$ cat src/rtl/raycast_pkg.sv
// Shared raycaster definitions: DDA state encoding, map geometry defaults and
// the wall code reported when a ray leaves the map or runs out of steps.
package raycast_pkg;

  localparam int         MAP_SIZE      = 24;
  localparam logic [3:0] WALL_BOUNDARY = 4'hF;

  typedef enum logic [2:0] {
    IDLE  = 3'd0,
    STEP  = 3'd1,
    WAIT  = 3'd2,
    CHECK = 3'd3,
    DIST  = 3'd4,
    OUT   = 3'd5
  } dda_state_e;

  // Q8.8 accumulate that pins at full scale instead of wrapping.
  function automatic logic [15:0] sat_add16(input logic [15:0] a, input logic [15:0] b);
    logic [16:0] sum;
    sum = {1'b0, a} + {1'b0, b};
    return sum[16] ? 16'hFFFF : sum[15:0];
  endfunction

  function automatic logic [15:0] sub_clamp16(input logic [15:0] a, input logic [15:0] b);
    return (a >= b) ? (a - b) : 16'h0000;
  endfunction

endpackage

$ cat src/rtl/dda_traversal.sv
// Grid DDA walker: steps a ray cell by cell through an external map BRAM and
// reports the perpendicular wall distance, hit face and cell type per column.
module dda_traversal #(
  parameter int MAP_SIZE     = raycast_pkg::MAP_SIZE,
  parameter int BRAM_LATENCY = 2,
  parameter int MAX_STEPS    = 64
) (
  input  logic        pixel_clk_in,
  input  logic        rst_in,
  input  logic        valid_ray_in,
  output logic        dda_data_ready_out,
  input  logic [8:0]  hcount_in,
  input  logic [15:0] posX,
  input  logic [15:0] posY,
  input  logic        stepX,
  input  logic        stepY,
  input  logic [15:0] sideDistX,
  input  logic [15:0] sideDistY,
  input  logic [15:0] deltaDistX,
  input  logic [15:0] deltaDistY,
  output logic [9:0]  map_addr_out,
  input  logic [3:0]  map_data_in,
  output logic        valid_out,
  input  logic        ready_in,
  output logic [8:0]  hcount_out,
  output logic [15:0] perpWallDist,
  output logic        wall_side,
  output logic [3:0]  wall_type
);
  import raycast_pkg::*;

  localparam int SW = $clog2(MAX_STEPS + 1);
  localparam int WW = (BRAM_LATENCY > 1) ? $clog2(BRAM_LATENCY) : 1;
  localparam logic [SW-1:0]     STEP_LIMIT = SW'(MAX_STEPS);
  localparam logic [WW-1:0]     WAIT_LAST  = WW'(BRAM_LATENCY - 1);
  localparam logic signed [9:0] MAP_LIM    = 10'(MAP_SIZE);

  dda_state_e state_r, state_next_s;

  logic               ready_r, valid_r;
  logic [8:0]         hcount_r, hcount_out_r;
  logic               step_x_r, step_y_r, side_r, side_out_r, timeout_r;
  logic [15:0]        side_x_r, side_y_r, delta_x_r, delta_y_r, perp_r;
  logic signed [9:0]  map_x_r, map_y_r;
  logic [SW-1:0]      step_cnt_r;
  logic [WW-1:0]      wait_cnt_r;
  logic [3:0]         type_r, type_out_r;
  logic [9:0]         map_addr_r;

  logic               accept_s, take_x_s, oob_s, hit_s;
  logic signed [9:0]  next_x_s, next_y_s;
  logic [9:0]         next_addr_s;
  logic [15:0]        pos_frac_unused_s;

  assign pos_frac_unused_s = {posX[7:0], posY[7:0]};

  assign accept_s = valid_ray_in && ready_r && (state_r == IDLE);
  assign take_x_s = side_x_r < side_y_r;
  assign hit_s    = map_data_in != 4'h0;
  assign next_x_s = take_x_s ? (step_x_r ? map_x_r + 10'sd1 : map_x_r - 10'sd1) : map_x_r;
  assign next_y_s = take_x_s ? map_y_r : (step_y_r ? map_y_r + 10'sd1 : map_y_r - 10'sd1);
  assign oob_s    = (next_x_s < 10'sd0) || (next_y_s < 10'sd0) ||
                    (next_x_s >= MAP_LIM) || (next_y_s >= MAP_LIM);
  // Only meaningful when in bounds; out-of-range cells never reach the address port.
  assign next_addr_s = 10'({10'd0, next_y_s} * 20'(MAP_SIZE) + {10'd0, next_x_s});

  // State register.
  always_ff @(posedge pixel_clk_in or negedge rst_in) begin
    if (!rst_in) begin
      state_r <= IDLE;
    end else begin
      state_r <= state_next_s;
    end
  end

  // Next-state decode.
  always_comb begin
    state_next_s = state_r;
    case (state_r)
      IDLE:    if (accept_s) state_next_s = STEP; else state_next_s = IDLE;
      STEP:    if (oob_s) state_next_s = DIST; else state_next_s = WAIT;
      WAIT:    if (wait_cnt_r == WAIT_LAST) state_next_s = CHECK; else state_next_s = WAIT;
      CHECK:   if (hit_s || (step_cnt_r == STEP_LIMIT)) state_next_s = DIST;
               else state_next_s = STEP;
      DIST:    state_next_s = OUT;
      OUT:     if (ready_in) state_next_s = IDLE; else state_next_s = OUT;
      default: state_next_s = IDLE;
    endcase
  end

  // Ray datapath and registered result outputs.
  always_ff @(posedge pixel_clk_in or negedge rst_in) begin
    if (!rst_in) begin
      ready_r      <= 1'b0;
      valid_r      <= 1'b0;
      hcount_r     <= 9'd0;
      hcount_out_r <= 9'd0;
      step_x_r     <= 1'b0;
      step_y_r     <= 1'b0;
      side_r       <= 1'b0;
      side_out_r   <= 1'b0;
      timeout_r    <= 1'b0;
      side_x_r     <= 16'h0000;
      side_y_r     <= 16'h0000;
      delta_x_r    <= 16'h0000;
      delta_y_r    <= 16'h0000;
      perp_r       <= 16'h0000;
      map_x_r      <= 10'sd0;
      map_y_r      <= 10'sd0;
      step_cnt_r   <= '0;
      wait_cnt_r   <= '0;
      type_r       <= 4'h0;
      type_out_r   <= 4'h0;
      map_addr_r   <= 10'd0;
    end else begin
      // Ready rises the cycle after reset release, then tracks IDLE exactly.
      ready_r <= (state_next_s == IDLE);
      case (state_r)
        IDLE: begin
          if (accept_s) begin
            hcount_r   <= hcount_in;
            step_x_r   <= stepX;
            step_y_r   <= stepY;
            side_x_r   <= sideDistX;
            side_y_r   <= sideDistY;
            delta_x_r  <= deltaDistX;
            delta_y_r  <= deltaDistY;
            map_x_r    <= {2'b00, posX[15:8]};
            map_y_r    <= {2'b00, posY[15:8]};
            step_cnt_r <= '0;
            timeout_r  <= 1'b0;
            type_r     <= 4'h0;
          end
        end
        STEP: begin
          if (take_x_s) begin
            side_x_r <= sat_add16(side_x_r, delta_x_r);
            side_r   <= 1'b0;
          end else begin
            side_y_r <= sat_add16(side_y_r, delta_y_r);
            side_r   <= 1'b1;
          end
          map_x_r    <= next_x_s;
          map_y_r    <= next_y_s;
          step_cnt_r <= step_cnt_r + SW'(1);
          wait_cnt_r <= '0;
          if (oob_s) begin
            type_r <= WALL_BOUNDARY;
          end else begin
            map_addr_r <= next_addr_s;
          end
        end
        WAIT: wait_cnt_r <= wait_cnt_r + WW'(1);
        CHECK: begin
          if (hit_s) begin
            type_r <= map_data_in;
          end else if (step_cnt_r == STEP_LIMIT) begin
            type_r    <= WALL_BOUNDARY;
            timeout_r <= 1'b1;
          end
        end
        DIST: begin
          perp_r       <= timeout_r ? 16'hFFFF :
                          (side_r ? sub_clamp16(side_y_r, delta_y_r)
                                  : sub_clamp16(side_x_r, delta_x_r));
          side_out_r   <= side_r;
          type_out_r   <= type_r;
          hcount_out_r <= hcount_r;
          valid_r      <= 1'b1;
        end
        OUT: if (ready_in) valid_r <= 1'b0;
        default: valid_r <= 1'b0;
      endcase
    end
  end

  assign dda_data_ready_out = ready_r;
  assign valid_out          = valid_r;
  assign map_addr_out       = map_addr_r;
  assign hcount_out         = hcount_out_r;
  assign perpWallDist       = perp_r;
  assign wall_side          = side_out_r;
  assign wall_type          = type_out_r;

endmodule
$ cat config.mk
export PLATFORM = sky130hd
export DESIGN_NAME = dda_traversal
export DESIGN_NICKNAME = d
export VERILOG_FILES = /design/src/rtl/raycast_pkg.sv /design/src/rtl/dda_traversal.sv
export SDC_FILE = /design/constraint.sdc
export NUM_CORES = 1
export LEC_CHECK = 0
export CAP_MARGIN = 20
export CORE_MARGIN = 2
export CORE_UTILIZATION = 50
export DETAILED_ROUTE_END_ITERATION = 10
export GPL_ROUTABILITY_DRIVEN = 0
export PLACE_DENSITY = 0.84
export SYNTH_ARGS = -nofsm -noshare
export SYNTH_HDL_FRONTEND = slang
export SYNTH_SLANG_ARGS = --single-unit
export TNS_END_PERCENT = 20
$ cat constraint.sdc
create_clock -name pixel_clk_in -period 4.3 [get_ports pixel_clk_in]
set_input_delay 0.86 -clock pixel_clk_in [delete_from_list [all_inputs] [get_ports pixel_clk_in]]
set_output_delay 0.86 -clock pixel_clk_in [all_outputs]
set_load 0.01 [all_outputs]
---- Word-level counts from Yosys, hierarchy flattened ----
Index checks and enable logic that the tools add are counted.
cells by class
  eq/ne operators ......................... 14
  $mul .................................... 1
  add/subtract/negate cells ............... 11
  muxes and demuxes ....................... 41
  order comparisons ....................... 7
  reduce and logical (&&, ||, !) cells .... 22
  bitwise logic cells ..................... 2
operators with widths
  kind                                                                count
  2-to-1 mux 16 bit                                                   10
  case mux 16 bit (2 select lines)                                    2
  2-to-1 mux 10 bit                                                   6
  case mux 10 bit (2 select lines)                                    2
  adder 16 x 16 -> 17 bit                                             2
  greater-or-equal comparator 16 bit                                  2
  subtractor 16 bit                                                   2
  adder 10 x 2 -> 10 bit, second input constant                       2
  greater-or-equal comparator 10 x 6 -> 1 bit, second input constant  2
  < comparator 10 x 1 -> 1 bit, second input constant                 2
  subtractor 10 x 2 -> 10 bit, second input constant                  2
  case mux 3 bit (6 select lines)                                     1
  < comparator 16 bit                                                 1
  2-to-1 mux 4 bit                                                    4
  != test 2 bit, second input constant                                7
  case mux 7 bit (2 select lines)                                     1
  case mux 4 bit (3 select lines)                                     1
  adder 10 bit                                                        1
  multiplier 10 x 2 -> 7 bit, second input constant                   1
  2-to-1 mux 3 bit                                                    3
  AND reduction 2 bit                                                 4
  AND reduction 4 bit                                                 2
  adder 7 x 1 -> 7 bit, second input constant                         1
  == test 7 bit, second input constant                                1
  other kinds (18)                                                    36
word-level totals
  logic and storage cells ................. 120
  flip-flop bits (word level) ............. 154
  output and inout port bits .............. 42

---- Logic depth before layout (Yosys ltp) ----
Gate-level depths: netlist of run 1.
  depth after elaboration ................. 10
  mapped depth ............................ 22
  depth with buffers taken out ............ 20

---- Least setup slack after synthesis of run 1 ----
Ideal clock, no wire load.
  path type ............................... reg2reg
  start ................................... register side_x_r[13]
  end ..................................... register map_addr_r[9], in the netlist map_addr_out[9]
  cell stages (with the launch flop) ...... 22
  period minus slack after synthesis ...... 4593 ps
  setup slack ............................. -293 ps
  arrival ................................. 4467 ps
  library setup time ...................... 125 ps
  required time ........................... 4175 ps
  cells stage by stage .................... dfrtp_1 -> ha_1 -> a21o_1 -> a21o_1 -> a2111o_1 -> a41o_2 -> nand2_2 -> buf_6 -> buf_2 -> xnor2_1 -> ha_1 -> inv_1 -> fa_1 -> inv_1 -> ha_1 -> a21o_1 -> a21oi_1 -> nor2_1 -> a21oi_1 -> o21ai_1 -> xnor2_1 -> mux2_4
between the ends
  longest elaborated chain between the ends .. 8
  elaborated cells on any way between the ends .. 14
ends and longest elaborated chain
  item                                                                RTL line              text
  start, declared                                                     dda_traversal.sv:43   logic [15:0] side_x_r, side_y_r, delta_x_r, delta_y_r, perp_r;
  start signal, assigned                                              dda_traversal.sv:124  side_x_r <= sideDistX;
  start signal, assigned                                              dda_traversal.sv:137  side_x_r <= sat_add16(side_x_r, delta_x_r);
  < comparator 16 bit (*)                                             dda_traversal.sv:58   assign take_x_s = side_x_r < side_y_r;
  branches (longest 7 deep; another with multiplier 10 x 2 -> 7 bit)  n/a
  end signal, assigned                                                dda_traversal.sv:150  map_addr_r <= next_addr_s;
  end, declared                                                       dda_traversal.sv:48   logic [9:0] map_addr_r;
Every way passes the cells marked *.
A chain may end at the register's enable or synchronous reset.

---- Worst setup path after layout of run 1 ----
  start ................................... register side_x_r[8]
  end ..................................... register map_addr_r[7], in the netlist map_addr_out[7]
Same word-level chain as after synthesis.

==> summary.md, run 1 <==
| Metric | Value |
|---|---|
| Outcome | finished with violations |
| Failing checks | negative setup slack |
| Hold Buf Count CTS | 0 |
| Tmin final | 4.324 ns |
| CTS buffer count | 17 |
| Root buffer cell | clkbuf_16 |
| CTS tree | yes |
| IO Port Bufs | 140 |
| Cell Rows | 54 |
| Vias in the first global route | 9825 |
| Max-Cap Viols | 0 |
| Core Box Area | 0.02182 mm^2 |
| Final Skew | 0.01035 ns |
| Critical path's most frequent cell | a21o_1 |
| HPWL Detailed | 22360 um |
| Fin nets | 1628 |
| H-tree depth | 4 |
| Number of enable flip-flop cells after synthesis | 0 |
| Pre-CTS WS | -0.04830 ns |
| Fmax | 231.3 MHz |
| Final Hold Fails | 0 |
| Gr usage total | 25.75% |
| Worst rel slew slack | 33.13% |
| Worst Path Required | 4.63 ns |
| Final ANT Viol Nets | 0 |
| WP buf/inv | 3 |
| R2r endpoint | map_addr_out[7] |
| R2R depth | 18 |
| Post-synthesis sequential area ratio | 34.63% |
| Setup TNS Final | -0.02400 ns |
| Seq cells post-synth | 154 |
| Die height | 153.2 um |
| Initial DRC count | 726 |
| Fin. max-slew vios | 0 |
| Fillers | 1747 |
| Via density | 5.927 |
| Max incr delay on CP | 0.49 ns |
| Setup crit end kind | flip-flop |
| Asr flop ratio synth | 100.0% |
| Clock-pin slew on the worst setup and hold paths | 0.07 ns |
| Skew-Pair Late Insertion Delay | 0.44 ns |
| Mapped cell area | 0.01113 mm^2 |
| I/O pin cnt | 157 |
| Yosys top cell area share | 34.63% |
| Ant. Diodes | 0 |
| Area leader, netlist | dfrtp_1 |
| Final setup fails | 1 |
| Worst-path cell chain | ha_1 -> a21o_1 -> a21o_1 -> a2111o_1 -> a41o_2 -> nand2_4 -> mux2i_4 -> ha_2 -> inv_2 -> fa_1 -> inv_2 -> ha_4 -> a21o_1 -> a21oi_2 -> buf_4 -> xor2_1 -> xnor2_1 -> mux2_4 |
| Setup ws final | -0.02400 ns |
| DRC violations left | 0 |
| Share of layout cells above drive strength 1 | 9.304% |
| Largest net degree at the start of global routing | 107 |
| Post-synthesis cell count | 1259 |
| Synth Flop Type | dfrtp_1 |
| Tcrit/Tclk final | 100.6% |
| Area grow syn2layout | 22.24% |
| Via count | 10005 |
| Starting density of the core | 50.99% |
| Die Footprint | 0.02346 mm^2 |
| Wire length per cell | 17.93 um |
| Syn. warnings | 0 |
| CTS max path bufs | 2 |
| Flop2flop setup slack | -0.02 ns |
| Worst r2r src | side_x_r[8] |
| Startpoint types | flip-flop |
| Ranking of synthesized cells by area | dfrtp_1 35%, ha_1 12%, nand2_1 5.1% |
| First-pass GRT wire length | 49250 um |
| Synth Net Count | 1492 |
| Hold crit path type | input port to async pin |
| Clock Sinks | 154 |
| Avg Cell Area, Syn | 8.838 um^2 |
| Most numerous cell in the Yosys netlist | dfrtp_1 |
| Die X-Extent | 153.2 um |
| DRT Pass-1 Iters | 6 |
| Worst-path cell with the longest stage delay | fa_1 |
| Post-synth top cells | 154 x dfrtp_1, 150 x nand2_1, 110 x ha_1 |
| RSZ-0062 raised after global routing | true |
| Worst-Margin Slew | 0.9964 ns |
| Yosys cell types | 84 |
| CP delay by family, top | compound AO/OA/AOI/OAI gates |
| Global route overflow | 0 |
| Critical Path AT | 4.65 ns |
| Critical path fanouts, max | 4 |
| Final wirelength | 30260 um |
| Setup CP Type | flip-flop to flip-flop |
| Antenna violations before repair | 0 |
## metal layers
layer / global-route usage (%) / wire (um)
met1: 32.85 / 12360
met2: 42.67 / 14580
met3: 5.472 / 2200
met4: 10.58 / 1114
met5: 0 / 0
## metrics by stage
step,util [%],instance area [um^2],std cells,hold slack [ns]
2_1_floorplan,-,11180,1259,0.4401
3_3_place_gp,59.32,12950,1654,0.4513
3_5_place_dp,59.32,12950,1654,0.4665
4_1_cts,62.21,13580,1687,0.3722
5_1_grt,62.33,13600,1688,0.3885
6_report,62.33,13600,1688,0.3526
## cell families after synthesis
| logic type | Yosys count | synth area share, % |
|---|---|---|
| simple gates | 359 | 14.76 |
| compound gates | 355 | 21.31 |
| buf+inv | 161 | 5.656 |
| flops | 154 | 34.63 |
| fa+ha+maj | 119 | 13.90 |
| xor+xnor | 78 | 6.207 |
| mux | 33 | 3.531 |
## timing repair
action                                  in CTS  in global routing
endpoints found under the setup margin       1                  9
pin swaps                                    2                  2
resized for setup                            3                  6
buffers inserted                             1                  1
## layout make-up
cell class | instances | area [um^2] | area share [%]
clock buffer | 17 | 425.4 | 3.128
timing repair buffer | 170 | 1640 | 12.06
multi-input combinational | 944 | 6746 | 49.60
sequential | 154 | 3855 | 28.34
clock inverter | 15 | 178.9 | 1.315
tap | 280 | 350.3 | 2.576
inverter | 108 | 405.4 | 2.980
## flip-flops by register name, indices dropped and copies added (netlist names), 3 cells and up
name          flops
delta_x_r        16
delta_y_r        16
perpWallDist     16
side_x_r         16
side_y_r         16
map_addr_out     10
map_x_r          10
map_y_r          10
hcount_out        9
hcount_r          9
step_cnt_r        7
type_r            4
wall_type         4
state_r           3
## cell usage in the layout (no fill, tap or decap), drive strengths merged, types with 31 or more instances in the layout
master         Yosys  routed
a21oi             72      72
buf               15      31
clkdlybuf4s50      0     139
dfrtp            154     154
ha               110     110
inv              108     115
nand2            151     151
nor2             105     105
o21ai            106     106
xnor2             55      55
## how the worst max path moves through the flow
stage | end | start | depth (start not counted)
detailed placement | map_addr_out[9] | side_y_r[7] | 18
global route | map_addr_out[9] | side_x_r[13] | 19
global placement | map_addr_out[9] | side_x_r[9] | 19
finish | map_addr_out[7] | side_x_r[8] | 18
CTS | map_addr_out[9] | side_y_r[1] | 19
floorplan | map_addr_out[9] | side_x_r[13] | 21
Power of run 1 is left out: the tool's default activity adds up to more than one toggle a clock period on the data nets, which glitch-free logic cannot reach.
==> run 2, diff against run 1 <==
--- a/config.mk
+++ b/config.mk
@@ -10,7 +10,10 @@
 export CORE_UTILIZATION = 50
 export DETAILED_ROUTE_END_ITERATION = 10
 export GPL_ROUTABILITY_DRIVEN = 0
+export GPL_TIMING_DRIVEN = 0
+export MAX_ROUTING_LAYER = met4
 export PLACE_DENSITY = 0.84
+export SETUP_SLACK_MARGIN = 0.3
 export SYNTH_ARGS = -nofsm -noshare
 export SYNTH_HDL_FRONTEND = slang
 export SYNTH_SLANG_ARGS = --single-unit
==> run 2 against run 1 <==
The flow still finishes with violations (negative setup slack). Sequential share of layout area fell by 0.60 points. Wire length rose by 12%. Non-clock buffer count rose by 49. Die area did not move. Register-to-register slack got worse by 0.15 ns. Worst hold slack improved by 0.13 ns. Maximum frequency fell by 3.4%. Highest routed layer unchanged.
==> summary.md, run 2 (same netlist as run 1, synthesis figures left out) <==
| Metric | Value |
|---|---|
| Die height | 153.2 um (unchanged) |
| DRC violations left | 0 (unchanged) |
| CTS tree | yes |
| Gr usage total | 29.23% (+3.5 points) |
| Fin. max-slew vios | 0 (unchanged) |
| Critical path fanouts, max | 5 (+1) |
| Area grow syn2layout | 25.02% |
| Cell Rows | 54 (unchanged) |
| Clock Sinks | 154 (unchanged) |
| Via count | 10390 (+3.8%) |
| Wire length per cell | 19.43 um (+8.4%) |
| Antenna violations before repair | 0 (unchanged) |
| CTS max path bufs | 2 (unchanged) |
| Setup TNS Final | -0.3564 ns (-0.3324 ns) |
| Ant. Diodes | 0 (unchanged) |
| Outcome | finished with violations |
| I/O pin cnt | 157 (unchanged) |
| Critical Path AT | 4.81 ns (+0.16 ns) |
| Vias in the first global route | 10362 (+5.5%) |
| Die X-Extent | 153.2 um (unchanged) |
| Setup CP Type | flip-flop to flip-flop |
| Final setup fails | 3 (+2) |
| Global route overflow | 0 (unchanged) |
| Startpoint types | flip-flop |
| Most frequent cells in the layout | 150 x nand2_1, 150 x dfrtp_1, 139 x clkdlybuf4s50_1 |
| Clock-pin slew on the worst setup and hold paths | 0.08 ns (about the same) |
| WHS | 0.4794 ns (+0.1269 ns) |
| Fin nets | 1677 (+3.0%) |
| Worst Path Required | 4.63 ns (about the same) |
| Setup ws final | -0.1776 ns (-0.1536 ns) |
| Via density | 5.982 (+0.92%) |
| DRT Pass-1 Iters | 6 (unchanged) |
| Final ANT Viol Nets | 0 (unchanged) |
| Root buffer cell | clkbuf_16 |
| IO Port Bufs | 140 (unchanged) |
| H-tree depth | 4 (unchanged) |
| HPWL Detailed | 24790 um (+11%) |
| First-pass GRT wire length | 52790 um (+7.2%) |
| Final Hold Fails | 0 (unchanged) |
| RSZ-0062 raised after global routing | true |
| Max-Cap Viols | 0 (unchanged) |
| Hold crit path type | flip-flop to flip-flop |
| Initial DRC count | 1023 (+41%) |
| Final wirelength | 33750 um (+12%) |
| Share of layout cells above drive strength 1 | 10.23% (+0.92 points) |
| Tmin final | 4.478 ns (+0.1536 ns) |
| Largest net degree at the start of global routing | 98 (-8.4%) |
| Starting density of the core | 50.99% (unchanged) |
| Skew-Pair Late Insertion Delay | 0.44 ns (about the same) |
| Final Skew | 0.01015 ns (-0.0001993 ns) |
| Worst rel slew slack | 28.64% (-4.5 points) |
| Worst-Margin Slew | 1.057 ns (+0.06059 ns) |
| CTS buffer count | 17 (unchanged) |
| Tcrit/Tclk final | 104.1% (+3.6 points) |
| Failing checks | negative setup slack |
| Die Footprint | 0.02346 mm^2 (unchanged) |
| Core Box Area | 0.02182 mm^2 (unchanged) |
| Fmax | 223.3 MHz (-3.4%) |
| Setup crit end kind | flip-flop |
[run 2: changes by cell type in the layout (fill, tap and decap cells not counted), moves of 3 or more]
cell,delta
buf_2,+7
nor2_1,+4
clkbuf_1,+38
inv_1,-4
dfrtp_2,+3
inv_2,+4
buf_1,+4
dfrtp_1,-3
[run 2: stage by stage]
step	utilization (%)	setup slack (ns)	instances	instance area, um^2
6_report	63.74	-0.1776	1737	13910
5_1_grt	63.74	-0.2615	1737	13910
4_1_cts	63.15	-0.06056	1728	13780
3_5_place_dp	59.47	-0.4651	1680	12980
3_3_place_gp	59.33	-3.899	1679	12950
2_1_floorplan	-	0.03755	1259	11200
[run 2: layer usage]
metal / vias to the layer above / part of all wire (%) / track usage [%]
li1: 4802 / - / -
met1: 4952 / 39 / 35.05
met5: - / 0 / -
met4: 0 / 4.4 / 12.57
met2: 525 / 48 / 48.13
met3: 111 / 8.6 / 5.699
[run 2: cell type report]
cell class                 count  area [um^2]
fill                        1699         7913
multi-input combinational    944         6860
sequential                   154         3859
timing repair buffer         166         1618
clock buffer                  17        425.4
inverter                     108        405.4
tap                          280        350.3
buffer                        53        247.7
clock inverter                15        145.1
[run 2: final timing paths]
check / startpoint / to / slack (ns) / depth (start not counted)
setup / recovery: side_y_r[13] / map_addr_out[9] / -0.18 / 21
hold / removal: hcount_r[2] / hcount_r[2] / 0.48 / 2
setup reg to reg: side_y_r[13] / map_addr_out[9] / -0.18 / 21
hold reg to reg: hcount_r[2] / hcount_r[2] / 0.48 / 2
max in group asynchronous: rst_in / wall_type[0] / 2.95 / 2
min in group asynchronous: rst_in / side_x_r[6] / 0.55 / 1
[run 2: what timing repair did]
| action | 4_1_cts | 5_1_grt |
|---|---|---|
| gates resized for setup | 22 | 14 |
| buffers inserted | 16 | 9 |
| hold buffers | 0 | 0 |
| pin swaps | 13 | 17 |
| gates cloned | 0 | 0 |
| setup endpoints to repair | 16 | 15 |
[run 2: critical path, stage by stage, from the launching register on]
cell	delay (ns)
dfrtp_1	0.40
inv_2	0.09
ha_4	0.20
a21o_1	0.15
a21o_1	0.16
a2111o_1	0.45
a41o_4	0.28
nand2_4	0.07
buf_12	0.13
mux2i_4	0.28
ha_4	0.17
inv_2	0.04
fa_2	0.55
inv_2	0.05
ha_4	0.21
a21o_1	0.18
a21oi_2	0.18
nor2_1	0.06
a21oi_1	0.17
o21ai_1	0.12
xnor2_1	0.15
mux2_4	0.26
Power of run 2 is left out for the same reason.
